$ cat src/rtl/uart_pkg.sv
// Shared definitions for the UART receive/transmit control path.
package uart_pkg;

  localparam int unsigned DATA_W               = 8;
  localparam int unsigned SAMPLES_PER_BIT      = 3;
  localparam int unsigned FRAME_TIMEOUT_PULSES = 32;

  typedef enum logic [1:0] {
    ST_OFF   = 2'd0,
    ST_HUNT  = 2'd1,
    ST_FRAME = 2'd2
  } rx_state_t;

endpackage

$ cat src/rtl/uart_fifo.sv
// Byte FIFO with valid/ready on both sides and an occupancy output.
module uart_fifo
  import uart_pkg::*;
#(
  parameter int unsigned DEPTH = 4,
  parameter int unsigned WIDTH = DATA_W
) (
  input  logic                     i_clk,
  input  logic                     i_rst_n,
  input  logic [WIDTH-1:0]         i_data,
  input  logic                     i_valid,
  output logic                     o_ready,
  output logic [WIDTH-1:0]         o_data,
  output logic                     o_valid,
  input  logic                     i_ready,
  output logic [$clog2(DEPTH):0]   o_level
);

  localparam int unsigned PTR_W = $clog2(DEPTH);
  localparam int unsigned LVL_W = PTR_W + 1;

  logic [WIDTH-1:0] mem [DEPTH];
  logic [PTR_W-1:0] wr_q;
  logic [PTR_W-1:0] rd_q;
  logic [LVL_W-1:0] lvl_q;
  logic             full;
  logic             push;
  logic             pop;

  always_comb begin
    full    = (lvl_q == LVL_W'(DEPTH));
    o_valid = (lvl_q != '0);
    pop     = o_valid && i_ready;
    // A full FIFO can still accept when the head leaves in the same cycle.
    o_ready = !full || pop;
    push    = i_valid && o_ready;
    o_data  = o_valid ? mem[rd_q] : '0;
    o_level = lvl_q;
  end

  always_ff @(posedge i_clk or negedge i_rst_n) begin
    if (!i_rst_n) begin
      wr_q  <= '0;
      rd_q  <= '0;
      lvl_q <= '0;
      for (int unsigned i = 0; i < DEPTH; i++) begin
        mem[i] <= '0;
      end
    end else begin
      if (push) begin
        mem[wr_q] <= i_data;
        wr_q      <= wr_q + PTR_W'(1);
      end
      if (pop) begin
        rd_q <= rd_q + PTR_W'(1);
      end
      case ({push, pop})
        2'b10:   lvl_q <= lvl_q + LVL_W'(1);
        2'b01:   lvl_q <= lvl_q - LVL_W'(1);
        default: lvl_q <= lvl_q;
      endcase
    end
  end

endmodule

$ cat src/rtl/uart_rx_ctrl.sv
// UART receive controller: sample-pulse generator, frame supervisor,
// buffered byte stream and error statistics.
module uart_rx_ctrl
  import uart_pkg::*;
#(
  parameter int unsigned DIV_W    = 16,
  parameter int unsigned DEPTH    = 4,
  parameter int unsigned ERRCNT_W = 8
) (
  input  logic                    i_clk,
  input  logic                    i_rst_n,
  input  logic                    i_en,
  input  logic [DIV_W-1:0]        i_div,
  output logic                    o_rxpulse,
  input  logic                    i_rxsync,
  input  logic [7:0]              i_rx_data,
  input  logic                    i_rx_valid,
  input  logic                    i_rx_err,
  output logic [7:0]              o_data,
  output logic                    o_valid,
  input  logic                    i_ready,
  output logic [$clog2(DEPTH):0]  o_level,
  output logic                    o_overrun,
  output logic [ERRCNT_W-1:0]     o_err_cnt,
  input  logic                    i_clr
);

  localparam int unsigned TMR_W = $clog2(FRAME_TIMEOUT_PULSES) + 1;

  rx_state_t            state_q;
  rx_state_t            state_d;
  logic [DIV_W-1:0]     cnt_q;
  logic [DIV_W-1:0]     div_eff;
  logic [TMR_W-1:0]     tmr_q;
  logic                 tmr_load;
  logic                 running;
  logic                 pulse;
  logic                 timeout;
  logic                 err_inc;
  logic                 rx_prev_q;
  logic                 rx_rise;
  logic                 push_ready;
  logic                 drop;
  logic [ERRCNT_W-1:0]  err_q;
  logic                 ovr_q;

  // Sample-pulse generator
  always_comb begin
    div_eff = (i_div < DIV_W'(2)) ? DIV_W'(2) : i_div;
    running = (state_q != ST_OFF);
    pulse   = running && !i_rxsync && (cnt_q == '0);
    rx_rise = i_rx_valid && !rx_prev_q;
    drop    = rx_rise && !push_ready;
  end

  assign o_rxpulse = pulse;

  always_ff @(posedge i_clk or negedge i_rst_n) begin
    if (!i_rst_n) begin
      cnt_q <= '0;
    end else if (!running) begin
      cnt_q <= '0;
    end else if (i_rxsync) begin
      // Half-period reload so sampling lands mid-bit after the start edge.
      cnt_q <= div_eff >> 1;
    end else if (cnt_q == '0) begin
      cnt_q <= div_eff - DIV_W'(1);
    end else begin
      cnt_q <= cnt_q - DIV_W'(1);
    end
  end

  // Frame supervisor
  always_comb begin
    state_d  = state_q;
    tmr_load = 1'b0;
    timeout  = (state_q == ST_FRAME) && pulse && (tmr_q == TMR_W'(1));
    err_inc  = (state_q == ST_FRAME) && (i_rx_err || timeout);
    case (state_q)
      ST_OFF: begin
        if (i_en) state_d = ST_HUNT;
      end
      ST_HUNT: begin
        if (i_rxsync) begin
          state_d  = ST_FRAME;
          tmr_load = 1'b1;
        end
      end
      ST_FRAME: begin
        if (rx_rise || i_rx_err || timeout) state_d = ST_HUNT;
      end
      default: state_d = ST_OFF;
    endcase
    if (!i_en) begin
      state_d  = ST_OFF;
      tmr_load = 1'b0;
    end
  end

  always_ff @(posedge i_clk or negedge i_rst_n) begin
    if (!i_rst_n) begin
      state_q   <= ST_OFF;
      rx_prev_q <= 1'b0;
    end else begin
      state_q   <= state_d;
      rx_prev_q <= i_rx_valid;
    end
  end

  always_ff @(posedge i_clk or negedge i_rst_n) begin
    if (!i_rst_n) begin
      tmr_q <= '0;
    end else if (tmr_load) begin
      tmr_q <= TMR_W'(FRAME_TIMEOUT_PULSES);
    end else if ((state_q == ST_FRAME) && pulse && (tmr_q != '0)) begin
      tmr_q <= tmr_q - TMR_W'(1);
    end
  end

  // Statistics; a clear coinciding with a new event keeps that event.
  always_ff @(posedge i_clk or negedge i_rst_n) begin
    if (!i_rst_n) begin
      err_q <= '0;
      ovr_q <= 1'b0;
    end else if (i_clr) begin
      err_q <= err_inc ? ERRCNT_W'(1) : '0;
      ovr_q <= drop;
    end else begin
      if (err_inc && (err_q != '1)) err_q <= err_q + ERRCNT_W'(1);
      if (drop) ovr_q <= 1'b1;
    end
  end

  assign o_overrun = ovr_q;
  assign o_err_cnt = err_q;

  uart_fifo #(
    .DEPTH (DEPTH),
    .WIDTH (DATA_W)
  ) u_fifo (
    .i_clk   (i_clk),
    .i_rst_n (i_rst_n),
    .i_data  (i_rx_data),
    .i_valid (rx_rise),
    .o_ready (push_ready),
    .o_data  (o_data),
    .o_valid (o_valid),
    .i_ready (i_ready),
    .o_level (o_level)
  );

endmodule

$ cat config.mk
export PLATFORM = sky130hd
export DESIGN_NAME = uart_rx_ctrl
export DESIGN_NICKNAME = d
export VERILOG_FILES = /design/src/rtl/uart_pkg.sv /design/src/rtl/uart_fifo.sv /design/src/rtl/uart_rx_ctrl.sv
export SDC_FILE = /design/constraint.sdc
export NUM_CORES = 1
export LEC_CHECK = 0
export BUFFER_PORTS_ARGS = -buffer_cell sky130_fd_sc_hd__buf_2
export CAP_MARGIN = 20
export CORE_UTILIZATION = 58
export CTS_CLUSTER_SIZE = 10
export DETAILED_ROUTE_END_ITERATION = 8
export GPL_ROUTABILITY_DRIVEN = 0
export PLACE_DENSITY = 0.8
export SYNTH_ARGS = -nofsm -noshare
export SYNTH_HDL_FRONTEND = slang
export SYNTH_HIERARCHICAL = 1
export SYNTH_SLANG_ARGS = --single-unit
$ cat constraint.sdc
create_clock -name i_clk -period 3.5 [get_ports i_clk]
set_input_delay 0.35 -clock i_clk [delete_from_list [all_inputs] [get_ports i_clk]]
set_output_delay 0.35 -clock i_clk [all_outputs]
set_load 0.03 [all_outputs]
* Yosys cells after proc, flatten, opt, wreduce, memory -nomap -nowiden *
Index checks and enable logic that the tools add are counted.

storage, ports and cells
  register bits = 73
  bits of input ports = 32
  output and inout bits = 22
  word-level logic and storage cells = 92

operators by class
  add/sub/neg operators = 8
  order comparisons = 4
  equality and inequality tests = 9
  muxes and demuxes = 26
  bitwise logic cells = 2
  reductions and logical operators = 30

operators by type and width
  kind                                                  number
  2-to-1 mux 16 bit                                     4
  2-to-1 mux 8 bit                                      6
  bitwise mux 32 bit                                    1
  subtractor 16 x 1 -> 16 bit (second input constant)   2
  binary-select mux 8 bit (select 2 bit)                1
  demux 8 bit (select 2 bit)                            1
  zero test 16 bit                                      1
  < comparator 16 x 2 -> 1 bit (second input constant)  1
  logical AND 1 bit                                     12
  2-to-1 mux 6 bit                                      2
  nonzero test 2 bit                                    5
  adder 8 x 1 -> 8 bit (second input constant)          1
  inequality test 8 bit (second input constant)         1
  equality test 6 x 1 -> 1 bit (second input constant)  1
  >= comparator 3 bit (second input constant)           2
  2-to-1 mux 1 bit                                      6
  2-to-1 mux 2 bit                                      3
  inverter 2 -> 3 bit                                   2
  one-hot mux 2 bit (3 select lines)                    1
  one-hot mux 3 bit (2 select lines)                    1
  nonzero test 6 bit                                    1
  subtractor 6 x 1 -> 6 bit (second input constant)     1
  adder 2 x 1 -> 2 bit (second input constant)          2
  equality test 2 x 1 -> 1 bit (second input constant)  2
  12 further kinds                                      19

* Longest topological paths before layout *
Gate-level depths: netlist of the first run.

  word-level depth = 10
  mapped depth = 12
  depth with buffers taken out = 12

* By module *
Netlist of the first run, hierarchy kept.

by module, submodules not included
  module        instances  cells each  area each (um^2)  seq. area each (um^2)
  uart_rx_ctrl  1          280         2,319.7           850.8
  uart_fifo     1          124         2,014.4           975.9

* Worst setup path before layout of the first run *
No wires, ideal clock.

  path kind = input-to-reg
  start = input i_div[12]
  end = register cnt_q[6]
  setup time = 72 ps
  arrival time = 2,750 ps
  data required time = 3,428 ps
  setup slack = 678 ps
  stages on the path = 10
  path buffers = 0
  path through = or3_1 > or4_1 > o311a_1 > nor2_1 > ha_1 > and2b_2 > o21ai_1 > nor4b_1 > mux2_2 > nor2_1

between the ends
  longest elaborated chain between the ends = 6

RTL lines
  what                              RTL line            text
  from (decl)                       uart_rx_ctrl.sv:13  input logic [DIV_W-1:0] i_div,
  < comparator 16 x 2 -> 1 bit (*)  uart_rx_ctrl.sv:49  div_eff = (i_div < DIV_W'(2)) ? DIV_W'(2) : i_div;
  2-to-1 mux 16 bit (*)             uart_rx_ctrl.sv:49
  subtractor 16 x 1 -> 16 bit       uart_rx_ctrl.sv:67  cnt_q <= div_eff - DIV_W'(1);
  2-to-1 mux 16 bit                 uart_rx_ctrl.sv:66  end else if (cnt_q == '0) begin
  2-to-1 mux 16 bit (*)             uart_rx_ctrl.sv:63  end else if (i_rxsync) begin
  2-to-1 mux 16 bit (*)             uart_rx_ctrl.sv:61  end else if (!running) begin
  to (signal assigned)              uart_rx_ctrl.sv:65  cnt_q <= div_eff >> 1;
  to (signal assigned)              uart_rx_ctrl.sv:67
  to (signal assigned)              uart_rx_ctrl.sv:69  cnt_q <= cnt_q - DIV_W'(1);
  to (decl)                         uart_rx_ctrl.sv:32  logic [DIV_W-1:0] cnt_q;

Every way passes the cells marked *; elsewhere a longest branch is shown, timed or not.
A chain may end at the register's enable or synchronous reset.

* Worst setup path in the final report of the first run *
  start = register cnt_q[1]
  end = register cnt_q[10]

between the ends
  longest elaborated chain between the ends = 4
  elaborated cells on any way between the ends = 5
  those cells by class = 1 x add/sub; 3 x mux; 1 x reduce/logical

RTL lines
  what                                                             RTL line
  subtractor 16 x 1 -> 16 bit or zero test 16 bit (tied branches)  uart_rx_ctrl.sv:69, uart_rx_ctrl.sv:66
  2-to-1 mux 16 bit (*)                                            uart_rx_ctrl.sv:66
  2-to-1 mux 16 bit (*)                                            uart_rx_ctrl.sv:63
  2-to-1 mux 16 bit (*)                                            uart_rx_ctrl.sv:61

Marked as above.

==> results of run 1 <==
-- critical path, cell delays in order (launching register included) --
cell and delay [ps]:
dfrtp_1 440, nor4_1 490, and4_2 490, o311a_1 230, nor2_1 60, ha_1 190
and2b_2 190, o21ai_1 310, or2_2 220, o21ai_0 80, o221a_2 260
-- stage by stage --
stage / cell area [µm²] / total power [mW]
6_report: 4800 / 3.36
5_1_grt: 4800 / 3.58
4_1_cts: 4800 / 3.38
3_5_place_dp: 4630 / 2.79
3_3_place_gp: 4630 / 2.72
2_1_floorplan: 4330 / 2.45
-- worst min path at each step --
stage	end	slack [ps]
floorplan	cnt_q[0]	50
global placement	rx_prev_q	480
detailed placement	rx_prev_q	480
CTS	rx_prev_q	110
global route	rx_prev_q	110
finish	rx_prev_q	120
-- cell families after synthesis --
logic type,after synthesis
DFF,73
adders and majority gates,10
muxes,50
AOI/OAI and AO/OA,65
and+or+nand+nor,157
buffers and inverters,33
xor gates and xnor gates,16
-- synthesized netlist by cell type (2+ instances only) --
master / count
a211oi_1: 3
a21o_1: 2
a21oi_1: 21
a31oi_1: 3
and2_1: 12
and2b_2: 2
and3_1: 3
and3_4: 4
and4_1: 3
and4_2: 3
buf_2: 3
buf_6: 5
clkbuf_1: 9
dfrtp_1: 73
ha_1: 9
inv_1: 15
mux2_2: 4
mux2_4: 32
mux2i_1: 5
mux4_2: 8
nand2_1: 22
nand3_1: 15
nand3b_1: 2
nand4_1: 4
nor2_1: 46
nor2b_1: 2
nor3_1: 13
nor3b_1: 3
nor4_1: 5
nor4_4: 3
o211ai_1: 2
o21ai_0: 23
o21ai_1: 2
o31ai_1: 2
or2_2: 2
or3_1: 5
xnor2_1: 4
xor2_1: 12
-- power breakdown --
| part | internal (mW) | total [mW] | switching [mW] |
|---|---|---|---|
| combinational | 0.739 | 1.43 | 0.693 |
| sequential | 1.10 | 1.34 | 0.240 |
| clock | 0.259 | 0.591 | 0.333 |
| total | 2.10 | 3.36 | 1.27 |
-- area by class of cell --
cell class	instances	area [µm²]	share of cell area [%]
clock buffer	10	128	2.66
clock inverter	6	42.5	0.887
inverter	15	56.3	1.17
multi-input combinational	298	2340	48.8
sequential	73	1830	38.1
tap	99	124	2.58
timing repair buffer	55	280	5.84
-- metal layers --
layer  vias to the layer above  share of wire [%]  GRT usage (%)
met5                         -                  0              0
met4                         0                1.1           8.65
met3                        12                5.0           5.04
met2                       107                 48           39.9
met1                      1584                 46           36.2
li1                       1545                  -              -
-- flip-flops by register name, indices dropped and copies added (netlist names) --
| register | flops |
|---|---|
| rx_prev_q | 1 |
| u_fifo/mem | 32 |
| u_fifo/wr_q | 2 |
| cnt_q | 16 |
| state_q | 2 |
| o_err_cnt | 8 |
| u_fifo/rd_q | 2 |
| u_fifo/o_level | 3 |
| o_overrun | 1 |
| tmr_q | 6 |
==> impl_metrics.py, run 1 <==
metrics = {
    "floorplan": {
        "initial_utilization_pct": 59.8,
        "io_pins": 54,
        "die_h_um": 88.4,
        "die_w_um": 88.4,
        "core_um2": 7250,
        "die_area_um2": 7820,
        "rows": 31,
    },
    "clocking": {
        "cts_buffers": 9,
        "cts_hold_buffers": 0,
        "clkSinkCount": 73,
        "post_cts_buffers": 0,
        "root_buffer": "clkbuf_8",
        "clock_latency_ps": 350,
        "cts_buffer_depth": 2,
        "cts_resized": 0,
        "cts_tree": "built",
        "clk_pin_slew_ps": 90,
        "htreeDepth": 3,
    },
    "cells_and_area": {
        "drive_gt1_share_pct": 29.3,
        "syn2layout_area_growth_pct": 10.7,
        "fin_nets": 494,
        "final_util_pct": 66.1,
        "final_cell_mix": "dfrtp_1 (73), buf_2 (53), nor2_1 (46)",
        "nFillCells": 566,
        "stdcell_count": 556,
        "antenna_cells": 0,
        "final_common_cell": "dfrtp_1",
    },
    "setup_path": {
        "path_max_fanout": 15,
        "cp.required_ps": 3740,
        "rrSetupSlack_ps": 420,
        "reg2reg_from": "cnt_q[1]",
        "cp-endpoint": "cnt_q[10]",
        "crit_start": "cnt_q[1]",
        "end_kind": "flop",
        "reg2reg_to": "cnt_q[10]",
        "start_kind": "flop",
        "ff2ff_path_depth": 10,
        "critPathKind": "flop to flop",
        "crit_arrival_ps": 3320,
    },
    "grt": {
        "grt_pass1_wl_mm": 15.2,
        "grt_pass1_vias": 3151,
        "grt_start_max_net_pins": 74,
        "gr-total-overflow": 0,
        "grt_antenna_before_repair": 0,
        "grt_usage_pct": 25.6,
    },
    "synth": {
        "synthCells": 404,
        "synth_top_area_cell": "dfrtp_1",
        "synth_simple_gate_area_share_pct": 20.9,
        "ys_top_cells_by_area": "dfrtp_1 (42%), mux2_4 (11%), mux4_2 (4.2%), nor2_1 (4.0%), o21ai_0 (2.7%)",
        "synth_xor_area_share_pct": 3.23,
        "synthFlopType": "dfrtp_1",
        "ys_ff_latch": 73,
        "synth_compound_area_share_pct": 9.04,
        "avgSynthCellArea_um2": 10.7,
        "synthAdderAreaFrac_pct": 3.06,
        "seq_area_frac_synth_pct": 42.1,
        "ys_warn_count": 6,
        "synthMuxAreaShare_pct": 17.7,
        "synthesis.nets": 446,
        "async_reset_ff_share_pct": 100,
        "syn_area_um2": 4330,
        "synth_top_area_share_pct": 42.1,
        "synth_top_family_by_area": "simple AND/OR/NAND/NOR gates",
        "synth_edf_count": 0,
        "ys_types": 56,
    },
    "sta": {
        "fin_crit_ps": 3080,
        "setup_viol": 0,
        "final.setup.worst_slack_ps": 425,
        "finalCritPeriodShare_pct": 87.9,
        "report.final.slew_viol_count": 0,
        "max-slew-margin-rel_pct": 38.6,
        "fin_hold_ws_ps": 121,
        "rsz0062_at_grt": "false",
        "fin_skew_ps": 10.7,
        "hold_viol": 0,
        "timing.fmax_ghz": 0.325,
        "tightest_slew_ps": 921,
        "finalSetupTns_ps": 0,
    },
    "placed_design": {
        "dp.cells": 540,
        "preCtsSetupSlack_ps": 298,
        "port_buffers": 53,
        "dpl.hpwl_mm": 6.49,
    },
    "route": {
        "wirelength_mm": 9.23,
        "routedWlPerCell_um": 16.6,
        "final_antenna_net_count": 0,
        "dr_total_vias": 3248,
        "drt_pre_antenna_iters": 5,
        "via_per_inst": 5.84,
        "drc": 0,
        "drt_iter0_drc": 140,
    },
    "power_and_ir_drop": {
        "power_leakage_nw": 2.17,
        "ir_drop_mv": 0.275,
        "power_per_cell_area_nw_per_um2": 702,
    },
    "worst_hold_path": {
        "min-delay-start": "i_rx_valid",
        "worstHoldPathCells": 1,
        "worstHoldPathType": "input port to flop",
    },
    "run": {
        "drv_cap": 0,
    },
    "status": {
        "status": "finished, final reports clean",
    },
}
No activity file was read; power rests on OpenSTA's default activity.
==> run 2: changes to the inputs <==
--- a/config.mk
+++ b/config.mk
@@ -8,9 +8,9 @@
 export BUFFER_PORTS_ARGS = -buffer_cell sky130_fd_sc_hd__buf_2
 export CAP_MARGIN = 20
 export CORE_UTILIZATION = 58
-export CTS_CLUSTER_SIZE = 10
 export DETAILED_ROUTE_END_ITERATION = 8
 export GPL_ROUTABILITY_DRIVEN = 0
+export GPL_TIMING_DRIVEN = 0
 export PLACE_DENSITY = 0.8
 export SYNTH_ARGS = -nofsm -noshare
 export SYNTH_HDL_FRONTEND = slang
==> run 2 against run 1 <==
Net effect:
- clock skew decreased by 0.79 ps
- worst hold slack improved by 12 ps
- register-to-register slack worse by 210 ps
- worst setup slack worse by 210 ps
- die area unchanged
- non-clock buffer count up 18
- critical endpoint unchanged
- critical path type unchanged
- highest routed layer unchanged
- largest cell class unchanged
==> impl_metrics.py, run 2 (synthesized netlist as in run 1, its figures left out) <==
metrics = {
    "clocking": {
        "cts_resized": 0,
        "clk_pin_slew_ps": 80,
        "clock_latency_ps": 350,
        "cts_tree": "built",
        "htreeDepth": 3,
        "post_cts_buffers": 0,
        "cts_buffer_depth": 2,
        "clkSinkCount": 73,
        "root_buffer": "clkbuf_8",
        "cts_buffers": 9,
    },
    "sta": {
        "tightest_slew_ps": 725,
        "report.final.slew_viol_count": 0,
        "timing.fmax_ghz": 0.305,
        "hold_viol": 0,
        "max-slew-margin-rel_pct": 50.4,
        "finalCritPeriodShare_pct": 93.8,
        "finalSetupTns_ps": 0,
        "rsz0062_at_grt": "false",
        "fin_crit_ps": 3280,
        "fin_skew_ps": 9.89,
        "final.setup.worst_slack_ps": 216,
        "setup_viol": 0,
    },
    "cells_and_area": {
        "largest_reg_flops": 32,
        "stdcell_count": 573,
        "antenna_cells": 0,
        "syn2layout_area_growth_pct": 14.2,
        "regMostFlops": "u_fifo/mem",
        "fin_nets": 512,
        "drive_gt1_share_pct": 30.0,
        "final_common_cell": "dfrtp_1",
        "nFillCells": 565,
        "final_cell_mix": "dfrtp_1 (73), buf_2 (55), nor2_1 (46)",
    },
    "power_and_ir_drop": {
        "power_leakage_nw": 2.25,
        "power_per_cell_area_nw_per_um2": 701,
        "seqPwrFrac_pct": 37.0,
        "p_total_mw": 3.47,
        "p_clk_share_pct": 19.2,
        "switchingPower_mw": 1.26,
        "ir_drop_mv": 0.303,
        "p_int_mw": 2.21,
        "switching_share_pct": 36.3,
        "power_frac_comb_pct": 43.8,
    },
    "setup_path": {
        "path_max_fanout": 10,
        "critPathKind": "flop to flop",
        "crit_start": "cnt_q[2]",
        "cp.required_ps": 3730,
        "crit_slowest_cell": "dfrtp_1",
        "crit_arrival_ps": 3510,
        "slowest_delay_ps": 450,
        "reg2reg_from": "cnt_q[2]",
        "crit_chain": "nor4_4 -> and4_2 -> buf_2 -> buf_2 -> o311a_1 -> nor2_1 -> ha_1 -> and2b_2 -> o21ai_1 -> or2_2 -> o21ai_0 -> o221a_2",
        "start_kind": "flop",
        "cp_common_cell": "buf_2",
        "end_kind": "flop",
    },
    "route": {
        "drc": 0,
        "drt_iter0_drc": 147,
        "dr_total_vias": 3324,
        "drt_pre_antenna_iters": 4,
        "final_antenna_net_count": 0,
        "wirelength_mm": 9.47,
        "via_per_inst": 5.80,
        "routedWlPerCell_um": 16.5,
    },
    "run": {
        "drv_cap": 0,
    },
    "grt": {
        "grt_pass1_wl_mm": 15.1,
        "gr-total-overflow": 0,
        "grt_antenna_before_repair": 0,
        "grt_pass1_vias": 3144,
        "grt_usage_pct": 25.7,
        "grt_start_max_net_pins": 46,
    },
    "floorplan": {
        "die_h_um": 88.4,
        "core_um2": 7250,
        "io_pins": 54,
        "die_area_um2": 7820,
        "rows": 31,
        "die_w_um": 88.4,
        "initial_utilization_pct": 59.8,
    },
    "status": {
        "status": "finished, final reports clean",
    },
    "placed_design": {
        "dp.cells": 557,
        "preCtsSetupSlack_ps": 270,
        "dpl.hpwl_mm": 6.80,
        "port_buffers": 53,
    },
    "worst_hold_path": {
        "min-delay-start": "i_rx_valid",
        "worstHoldPathType": "input port to flop",
    },
}
[run 2: routing by layer]
layer  part of all wire, %  global-route usage, %  vias up
li1                      -                      -     1578
met1                    46                   34.1     1623
met2                    47                   41.9      103
met3                   4.3                   4.76       20
met4                   2.4                   10.4        0
met5                     0                      0        -
[run 2: worst paths after layout]
kind                       depth (start not counted)  slack (ps)                end
setup / recovery                                  12         220          cnt_q[10]
hold / removal                                     1         130          rx_prev_q
setup reg to reg                                  12         220          cnt_q[10]
hold reg to reg                                    1         510      u_fifo/mem[3]
max in group asynchronous                          3        2460           tmr_q[5]
min in group asynchronous                          2         480  u_fifo/o_level[0]
[run 2: area by class of cell]
class                           instances  area, µm²  area share (%)
Multi-Input combinational cell        298       2340            47.2
Sequential cell                        73       1830            36.9
Timing Repair Buffer                   55        298            6.02
Clock buffer                           10        138            2.78
Tap cell                               99        124            2.50
Buffer                                 18        113            2.28
Clock inverter                          5       56.3            1.14
Inverter                               15       56.3            1.14
[run 2: stage by stage]
step                      hold slack [ps]  util, %  instance area, µm²
after global placement                477     65.1                4720
final                                 133     68.2                4950
after CTS                             116     68.2                4950
after global routing                  124     68.2                4950
after floorplan                      54.4        -                4330
after detailed placement              310     65.4                4750
[run 2: power by group through the flow]
stage | clock network (mW) | registers, mW | logic [mW]
global route | 0.710 | 1.32 | 1.65
CTS | 0.678 | 1.28 | 1.53
detailed placement | 0 | 1.30 | 1.52
finish | 0.665 | 1.29 | 1.52
floorplan | 0 | 1.28 | 1.17
global placement | 0 | 1.27 | 1.48
[run 2: worst max-delay path, delay by kind of cell, from the launching register on]
kind / cells / cell delay (ps)
AOI/OAI and AO/OA: 4 / 900
buffers and inverters: 2 / 420
DFF: 1 / 450
and+or+nand+nor: 5 / 1220
adders and majority gates: 1 / 190
[run 2: repair_timing]
item                                   4_1_cts  5_1_grt
endpoints found under the hold margin       28        0
setup endpoints to repair                    0        0
hold buffers                                 1        0
==> run 3: changes to the inputs <==
--- a/config.mk
+++ b/config.mk
@@ -5,9 +5,10 @@
 export SDC_FILE = /design/constraint.sdc
 export NUM_CORES = 1
 export LEC_CHECK = 0
+export ABC_AREA = 1
 export BUFFER_PORTS_ARGS = -buffer_cell sky130_fd_sc_hd__buf_2
 export CAP_MARGIN = 20
-export CORE_UTILIZATION = 58
+export CORE_UTILIZATION = 59
 export DETAILED_ROUTE_END_ITERATION = 8
 export GPL_ROUTABILITY_DRIVEN = 0
 export GPL_TIMING_DRIVEN = 0
==> run 3 against run 2 <==
Net effect:
- global-route usage up 4.2 points
- final cell count rose by 47%
- critical path type unchanged
- area after synthesis is 7.3% higher
- clock skew grew 1.5 ps
- combinational power up 22%
- via count up 38%
- worst hold slack lost 26 ps
- register-to-register slack better by 800 ps
==> impl_metrics.py, run 3 <==
metrics = {
    "sta": {
        "finalSetupTns_ps": 0,
        "finalCritPeriodShare_pct": 70.9,
        "max-slew-margin-rel_pct": 45.5,
        "tightest_slew_ps": 815,
        "fin_crit_ps": 2480,
        "timing.fmax_ghz": 0.403,
        "hold_viol": 0,
        "setup_viol": 0,
        "fin_skew_ps": 11.4,
        "rsz0062_at_grt": "false",
        "report.final.slew_viol_count": 0,
    },
    "run": {
        "drv_cap": 0,
    },
    "power_and_ir_drop": {
        "power_leakage_nw": 2.97,
        "ir_drop_mv": 0.688,
        "power_per_cell_area_nw_per_um2": 721,
    },
    "floorplan": {
        "initial_utilization_pct": 60.5,
        "rows": 32,
        "die_area_um2": 8240,
        "io_pins": 54,
        "die_w_um": 90.8,
        "die_h_um": 90.8,
        "core_um2": 7690,
    },
    "synth": {
        "synth_top_area_cell": "dfrtp_1",
        "avgSynthCellArea_um2": 6.95,
        "synth_top_area_share_pct": 39.3,
        "ys_warn_count": 6,
        "seq_area_frac_synth_pct": 39.3,
        "async_reset_ff_share_pct": 100,
        "synth_edf_count": 0,
        "yosysMostFrequentCell": "nand2_1",
        "ys_top_cells_by_area": "dfrtp_1 (39%), nand2_1 (18%), inv_1 (7.2%), nand3_1 (6.6%), nor2_1 (5.2%)",
        "synthFlopType": "dfrtp_1",
        "synthTopCellsByCount": "nand2_1 (229), inv_1 (89), dfrtp_1 (73)",
        "syn_area_um2": 4650,
        "synthesis.nets": 711,
        "ys_types": 35,
        "ys_ff_latch": 73,
        "synthCells": 669,
    },
    "route": {
        "drt_pre_antenna_iters": 6,
        "via_per_inst": 5.45,
        "routedWlPerCell_um": 13.9,
        "wirelength_mm": 11.7,
        "dr_total_vias": 4577,
        "drc": 0,
        "drt_iter0_drc": 334,
        "final_antenna_net_count": 0,
    },
    "cells_and_area": {
        "nFillCells": 666,
        "regMostFlops": "u_fifo/mem",
        "final_cell_mix": "nand2_1 (229), inv_1 (89), dfrtp_1 (73)",
        "largest_reg_flops": 32,
        "syn2layout_area_growth_pct": 13.3,
        "drive_gt1_share_pct": 14.1,
        "regArea_um2": 1830,
        "multiInputGateArea_um2": 2300,
        "final_util_pct": 68.6,
        "final_common_cell": "nand2_1",
        "final_cell_area_um2": 5270,
        "antenna_cells": 0,
        "fin_nets": 775,
    },
    "grt": {
        "grt_pass1_wl_mm": 19.6,
        "grt_start_max_net_pins": 59,
        "grt_pass1_vias": 4186,
        "gr-total-overflow": 0,
        "grt_antenna_before_repair": 0,
        "grt_usage_pct": 29.9,
    },
    "setup_path": {
        "ff2ff_path_depth": 14,
        "crit_chain": "nor2_1 -> nand2_1 -> nor2_4 -> nand2_2 -> buf_2 -> o21bai_2 -> inv_2 -> ha_1 -> nand3_1 -> nor2_1 -> nand3_1 -> nand3_1 -> nand2_1 -> inv_1",
        "cp_common_cell": "nand3_1",
        "reg2reg_from": "cnt_q[13]",
        "end_kind": "flop",
        "path_max_fanout": 10,
        "critPathKind": "flop to flop",
        "crit_arrival_ps": 2750,
        "slowest_delay_ps": 390,
        "rrSetupSlack_ps": 1020,
        "start_kind": "flop",
        "crit_slowest_cell": "dfrtp_1",
        "reg2reg_to": "cnt_q[10]",
        "cp.required_ps": 3770,
    },
    "clocking": {
        "cts_tree": "built",
        "cts_buffers": 9,
        "cts_buffer_depth": 2,
        "post_cts_buffers": 0,
        "clkSinkCount": 73,
        "clock_latency_ps": 360,
        "htreeDepth": 3,
        "clk_pin_slew_ps": 90,
        "root_buffer": "clkbuf_8",
    },
    "worst_hold_path": {
        "min_delay_worst_endpoint": "rx_prev_q",
        "min-delay-start": "i_rx_valid",
        "worstHoldPathType": "input port to flop",
        "worstHoldPathCells": 1,
    },
    "status": {
        "status": "finished, final reports clean",
    },
    "placed_design": {
        "port_buffers": 51,
        "dpl.hpwl_mm": 8.48,
        "placed_area_um2": 5060,
    },
}
run 3: cell types whose count changed in the layout (fill, tap and decap cells not counted), sizes merged, moves of 12 or more:
cell   change
nand2    +210
inv       +76
nand3     +50
mux2      -37
nand4     +31
nor2      +23
and2      -12
run 3: final cells by class:
| cell class | count | area share [%] |
|---|---|---|
| plain buffers | 24 | 3.44 |
| clock buffers | 10 | 2.42 |
| well taps | 102 | 2.42 |
| multi-input cells | 481 | 43.6 |
| repair buffers | 53 | 5.60 |
| inverters | 91 | 6.53 |
| clock inverters | 6 | 1.31 |
| flip-flops and latches | 73 | 34.7 |
run 3: critical path, delay by kind of cell, from the launching register on:
family	cells	cell delay (ps)
adder cells (fa/ha/maj)	1	210
flip-flops	1	390
AO/OA/AOI/OAI	1	240
buffers and inverters	3	350
AND/OR/NAND/NOR	9	1190
run 3: kinds of logic after synthesis:
kind of cell | count (synthesis) | share of synthesized area (%)
buffers and inverters | 115 | 11.3
AOI/OAI and AO/OA | 46 | 5.51
xor gates and xnor gates | 10 | 1.88
DFF | 73 | 39.3
and+or+nand+nor | 415 | 39.2
adders and majority gates | 10 | 2.85
run 3: repair_timing:
item                                   in CTS  in global routing
endpoints found under the hold margin      15                  0
hold buffers                                1                  0
resized for setup                           0                  0
run 3: power breakdown:
group,internal (mW),switching (mW),total (mW)
registers,1.11,0.163,1.27
logic,0.604,1.25,1.86
clock network,0.332,0.343,0.675
total,2.05,1.76,3.80
run 3: per-layer routing:
layer	share of wire, %	vias up	track usage, %
met5	0	-	0
met4	2.9	0	12.8
met3	7.7	34	4.63
met2	48	210	49.7
met1	42	2082	38.8
li1	-	2251	-
run 3: worst max-delay path by stage:
stage	from	to	slack [ps]	cells after the start
6_report	cnt_q[13]	cnt_q[10]	1020	14
4_1_cts	cnt_q[13]	cnt_q[10]	1040	14
2_1_floorplan	u_fifo/o_level[2]	u_fifo/o_level[2]	1380	10
3_3_place_gp	cnt_q[15]	cnt_q[10]	1100	14
5_1_grt	cnt_q[15]	cnt_q[6]	730	13
3_5_place_dp	cnt_q[13]	cnt_q[10]	1060	14
run 3: through the flow:
step           power (mW)  setup slack [ps]  cells  hold slack [ps]
5_1_grt              4.07               731    840             92.2
6_report             3.80              1020    840              106
3_5_place_dp         3.10              1060    823              243
3_3_place_gp         3.03              1100    822              443
4_1_cts              3.78              1040    840             97.1
2_1_floorplan        2.62              1380    669             54.4
